[config.mk]
export PLATFORM = sky130hd
export DESIGN_NAME = vga_hsync_monitor
export DESIGN_NICKNAME = d
export VERILOG_FILES = /design/src/rtl/vga_hsync_monitor.sv
export SDC_FILE = /design/constraint.sdc
export NUM_CORES = 1
export LEC_CHECK = 0
export ABC_AREA = 1
export ABC_CLOCK_PERIOD_IN_PS = 2100
export CAP_MARGIN = 30
export CELL_PAD_IN_SITES_DETAIL_PLACEMENT = 1
export CELL_PAD_IN_SITES_GLOBAL_PLACEMENT = 1
export CORE_MARGIN = 5
export CORE_UTILIZATION = 39
export CTS_CLUSTER_DIAMETER = 80
export DETAILED_ROUTE_END_ITERATION = 6
export PLACE_DENSITY = 0.84
export SETUP_SLACK_MARGIN = 0.15
export SLEW_MARGIN = 20
export SYNTH_ARGS = -nofsm -noshare
export SYNTH_HDL_FRONTEND = slang
export SYNTH_SLANG_ARGS = --single-unit
[constraint.sdc]
create_clock -name clk -period 2.1 [get_ports clk]
set_input_delay 0.42 -clock clk [delete_from_list [all_inputs] [get_ports clk]]
set_output_delay 0.42 -clock clk [all_outputs]
set_load 0.03 [all_outputs]
[src/rtl/vga_hsync_monitor.sv]
// vga_hsync_monitor: measures hsync/DE line timing against expected
// parameters, tracks pixel index and declares lock after matching lines.
module vga_hsync_monitor #(
  parameter int SYNC_TIME    = 96,
  parameter int DISPLAY_TIME = 640,
  parameter int TOTAL        = 800,
  parameter int LOCK_LINES   = 4
) (
  input  logic        clk,
  input  logic        rst,
  input  logic        clk_25Mhz,
  input  logic        horizontal_sync,
  input  logic        horizontal_display_sync,
  output logic [9:0]  pixel_x,
  output logic        pixel_valid,
  output logic        line_start,
  output logic [10:0] sync_width,
  output logic [10:0] line_total,
  output logic [10:0] display_width,
  output logic        locked,
  output logic        timing_error
);

  localparam logic [10:0] SYNC_W = 11'(SYNC_TIME);
  localparam logic [10:0] DISP_W = 11'(DISPLAY_TIME);
  localparam logic [10:0] TOT_W  = 11'(TOTAL);
  localparam logic [3:0]  LOCK_W = 4'(LOCK_LINES);
  localparam logic [10:0] T_MAX  = 11'h7FF;
  localparam logic [10:0] T_PRE  = 11'h7FE;

  typedef enum logic [1:0] {
    SEARCH,
    MEASURE,
    LOCKED
  } state_t;

  state_t      state_q;
  state_t      state_d;
  logic        hs_prev;
  logic [10:0] tick;
  logic [10:0] de_cnt;
  logic [3:0]  match_cnt;
  logic [3:0]  match_cnt_d;
  logic        sync_seen;
  logic        locked_d;
  logic        err_d;

  logic strobe;
  logic de;
  logic fall;
  logic rise;
  logic match;
  logic timeout;

  assign strobe  = clk_25Mhz;
  assign de      = horizontal_display_sync;
  assign fall    = strobe & hs_prev & ~horizontal_sync;
  assign rise    = strobe & ~hs_prev & horizontal_sync;
  assign match   = sync_seen
                 && (sync_width == SYNC_W)
                 && (tick == TOT_W)
                 && (de_cnt == DISP_W);
  // tick is about to reach its ceiling with no edge in sight
  assign timeout = strobe & ~fall & (tick == T_PRE);

  // lock FSM: next state, lock flag and error pulse
  always_comb begin
    state_d     = state_q;
    match_cnt_d = match_cnt;
    locked_d    = locked;
    err_d       = 1'b0;
    unique case (state_q)
      SEARCH: begin
        if (fall) begin
          state_d     = MEASURE;
          match_cnt_d = 4'd0;
        end
      end
      MEASURE: begin
        if (fall) begin
          if (match) begin
            match_cnt_d = match_cnt + 4'd1;
            if (match_cnt_d == LOCK_W) begin
              state_d  = LOCKED;
              locked_d = 1'b1;
            end
          end else begin
            match_cnt_d = 4'd0;
            err_d       = 1'b1;
          end
        end else if (timeout) begin
          state_d  = SEARCH;
          locked_d = 1'b0;
          err_d    = 1'b1;
        end
      end
      LOCKED: begin
        if (fall) begin
          if (!match) begin
            state_d     = MEASURE;
            locked_d    = 1'b0;
            match_cnt_d = 4'd0;
            err_d       = 1'b1;
          end
        end else if (timeout) begin
          state_d  = SEARCH;
          locked_d = 1'b0;
          err_d    = 1'b1;
        end
      end
      default: begin
        state_d  = SEARCH;
        locked_d = 1'b0;
      end
    endcase
  end

  // FSM state, lock flag and one-clk pulse outputs
  always_ff @(posedge clk) begin
    if (rst) begin
      state_q      <= SEARCH;
      match_cnt    <= 4'd0;
      locked       <= 1'b0;
      line_start   <= 1'b0;
      timing_error <= 1'b0;
    end else begin
      state_q      <= state_d;
      match_cnt    <= match_cnt_d;
      locked       <= locked_d;
      line_start   <= fall;
      timing_error <= err_d;
    end
  end

  // edge history and saturating tick / DE counters
  always_ff @(posedge clk) begin
    if (rst) begin
      hs_prev <= 1'b1;
      tick    <= 11'd0;
      de_cnt  <= 11'd0;
    end else if (strobe) begin
      hs_prev <= horizontal_sync;
      if (fall) begin
        tick   <= 11'd1;
        de_cnt <= {10'd0, de};
      end else begin
        if (tick != T_MAX) begin
          tick <= tick + 11'd1;
        end
        if (de) begin
          de_cnt <= de_cnt + 11'd1;
        end
      end
    end
  end

  // measurement captures, held through SEARCH
  always_ff @(posedge clk) begin
    if (rst) begin
      sync_seen     <= 1'b0;
      sync_width    <= 11'd0;
      line_total    <= 11'd0;
      display_width <= 11'd0;
    end else if (strobe) begin
      if (rise) begin
        sync_width <= tick;
        sync_seen  <= 1'b1;
      end
      if (fall) begin
        sync_seen <= 1'b0;
        if (state_q != SEARCH) begin
          line_total    <= tick;
          display_width <= de_cnt;
        end
      end
    end
  end

  // active-pixel index; a DE pixel on the falling edge starts the new line
  always_ff @(posedge clk) begin
    if (rst) begin
      pixel_x     <= 10'd0;
      pixel_valid <= 1'b0;
    end else if (strobe) begin
      pixel_valid <= de;
      if (de) begin
        pixel_x <= fall ? 10'd0 : de_cnt[9:0];
      end
    end
  end

endmodule

==> out/metrics.cfg <==
[clock_tree]
cts_hold_buf=0
tritoncts=done
cts_made_buffers=9
cts_root_buffer=clkbuf_8
h-tree-depth=3
clkTransAtPathRegs_ns=0.08
clk_latency_ns=0.36
clkSinkCount=77
clockBufferDepth=2

[detailed_routing]
avgViaCountPerCell=5.28
wl_um=10600
ant_nets=0
drt-initial-drc-count=155
first_pass_iters=4
vias=3414
drc=0
wire_per_inst_um=16.4

[critical_path]
critical_path_required_ns=2.36
timing.critical_path.mode_cell=nand2_1
arrival_ns=2.17
cp-start-kind=flop
critPathSlowestCell=dfxtp_1
path_class=flop to flop
crit_path_end_kind=flop
crit_buf_inv=3
critPathTopFamily=simple AND/OR/NAND/NOR gates
worst-path-max-fanout=6
cp_slowest_stage_delay_ns=0.38
path_cells=inv_2, ha_1, nand2_1, inv_1, nand2_1, nor2_1, nand2_1, nor2_4, nand3_1, nand3_1, nand2_1, clkinv_1, nor2_1

[sta]
rsz0062_at_grt=false
finalHoldViolCount=0
timing.final.crit_period_ns=1.90
setup_slack_ns=0.195
setup_viol=0
slew_headroom_pct=77.1
worst_slew_pin_slew_ns=0.341
finalCritPeriodShare_pct=90.7
final.setup.tns_ns=0
fmax_mhz=525
clock_skew_ns=0.00450
maxSlewViolCount=0

[hold_path]
min_path_type=flop to flop

[floorplanning]
io_pins=52
start_util_pct=39.9
core_mm2=0.00868
die_area_mm2=0.0109
die_w_um=104
rows=34
fp.dieH_um=104

[flow_run]
drv_cap=0

[power_and_ir_drop]
combPwrFrac_pct=14.6
switching_share_pct=28.4
ir_worst_vdd_mv=0.263
p_leak_uw=0.00174
p_int_uw=2200
p_per_area_mw_per_mm2=700
power.switching_uw=872
seqPwrFrac_pct=50.8
pwr-share-clk_pct=34.6

[yosys]
synthSimpleGateAreaFrac_pct=24.0
synth-seq-cells=77
seq_area_frac_synth_pct=44.5
muxShareOfSynthArea_pct=0
synth_fp_nets=488
synthCells=472
synth_top_family_by_area=simple AND/OR/NAND/NOR gates
synth_xor_area_share_pct=0.253
syn_avg_cell_area_um2=7.33
syn_area_mm2=0.00346
synth-adder-area-share_pct=3.98
synth_compound_area_share_pct=18.8
yosys_warnings=0
yosysUniqueCellTypes=31

[final_layout]
fin_cells=647
drive_gt1_share_pct=10.4
syn_to_final_growth_pct=26.6
final_util_pct=50.5
fin_nets=551
antenna_cells=0

[status]
run_status=finished, final reports clean

[place]
finalWeightedCongestion=0.914
dp_hpwl_um=7940
dp_slack_ns=-0.0464
io_buffers=51
dp_cells=630

[grt]
grt_pass1_wl_um=17700
grt_pass1_vias=3648
grt_usage_pct=19.8
grt_max_degree=43
grt_overflow_total=0
grt_antenna_before_repair=0

-- what timing repair did --
action	CTS	global route
setup buffers	0	2
resized for setup	0	4
setup endpoints to repair	0	6
endpoints found under the hold margin	0	0
-- worst register-to-register path, cell delays in order (launching register included) --
cell and delay, ns:
dfxtp_1 0.38, inv_2 0.16, ha_1 0.19, nand2_1 0.06, inv_1 0.05, nand2_1 0.06
nor2_1 0.13, nand2_1 0.13, nor2_4 0.19, nand3_1 0.18, nand3_1 0.15, nand2_1 0.06
clkinv_1 0.05, nor2_1 0.03
-- power by group through the flow --
stage / clock [uW] / sequential [uW] / combinational [uW]
after global placement: 0 / 1590 / 429
after CTS: 1090 / 1560 / 449
after floorplan: 0 / 1640 / 222
final: 1060 / 1560 / 448
after detailed placement: 0 / 1590 / 446
after global routing: 1140 / 1570 / 495
-- per-stage QoR --
| stage | hold WS (ns) | power, uW | area, um^2 |
|---|---|---|---|
| 2_1_floorplan | 0.436 | 1870 | 3460 |
| 3_3_place_gp | 0.456 | 2020 | 4160 |
| 3_5_place_dp | 0.461 | 2040 | 4160 |
| 4_1_cts | 0.474 | 3100 | 4340 |
| 5_1_grt | 0.498 | 3200 | 4380 |
| 6_report | 0.471 | 3070 | 4380 |
-- per-layer routing --
metal / up-vias / share of wire (%) / GRT usage, %
li1: 1679 / - / -
met1: 1669 / 44 / 23.5
met2: 49 / 51 / 35.6
met3: 17 / 2.5 / 3.91
met4: 0 / 1.9 / 6.66
met5: - / 0 / 0
-- state kept, by name (all words and copies together), names as in the netlist --
name	flops
display_width	11
line_start	1
state_q	2
match_cnt	4
pixel_x	10
sync_width	11
sync_seen	1
line_total	11
de_cnt	11
timing_error	1
hs_prev	1
locked	1
pixel_valid	1
tick	11
-- Yosys cell counts --
library cell	n	area (um^2)
a211oi_1	3	22.5
a21boi_1	1	7.51
a21oi_1	53	265
a21oi_4	2	32.5
a31oi_1	3	18.8
a32o_1	2	20.0
and2_1	2	12.5
buf_2	7	35.0
buf_6	1	11.3
clkbuf_1	9	33.8
clkinv_1	2	7.51
dfxtp_1	77	1540
ha_1	11	138
inv_1	45	169
inv_2	8	30.0
inv_4	1	6.26
nand2_1	76	285
nand2_2	2	12.5
nand3_1	24	120
nand3_2	1	10.0
nand4_1	6	37.5
nor2_1	61	229
nor2_2	5	31.3
nor2_4	1	11.3
nor3_1	13	65.1
nor3_2	1	10.0
o21ai_0	36	180
o21ai_1	10	50.1
o31ai_1	7	52.6
or2_2	1	6.26
xor2_1	1	8.76
-- final timing paths --
path	from	endpoint	slack [ns]	cells past startpoint
hold / removal	sync_seen	sync_seen	0.47	2
hold reg to reg	sync_seen	sync_seen	0.47	2
setup / recovery	tick[0]	locked	0.20	13
setup reg to reg	tick[0]	locked	0.20	13
-- placed cells by master, fill, tap and decap left out, types with 6 or more instances in the layout --
master            n
a21oi_1          53
buf_4            17
clkbuf_8         12
clkdlybuf4s50_1  51
dfxtp_1          77
ha_1             11
inv_1            45
inv_2             8
nand2_1          76
nand3_1          23
nand4_1           6
nor2_1           61
nor3_1           13
o21ai_0          36
o21ai_1          10
o31ai_1           7
-- final cells by class --
cell class | count | area, um^2
well taps | 108 | 135
repair buffers | 69 | 658
multi-input cells | 322 | 1650
clock buffers | 12 | 165
flip-flops and latches | 77 | 1540
inverters | 56 | 213
clock inverters | 3 | 20.0
fillers | 1104 | 4300
-- kinds of logic (layout without fill, tap and decap cells) --
group                    after synthesis  count (layout)
buffers and inverters                 73             140
AND/OR/NAND/NOR                      193             193
adder cells (fa/ha/maj)               11              11
XOR/XNOR                               1               1
AO/OA/AOI/OAI                        117             117
flip-flops                            77              77
No activity file was read; power rests on OpenSTA's default activity.
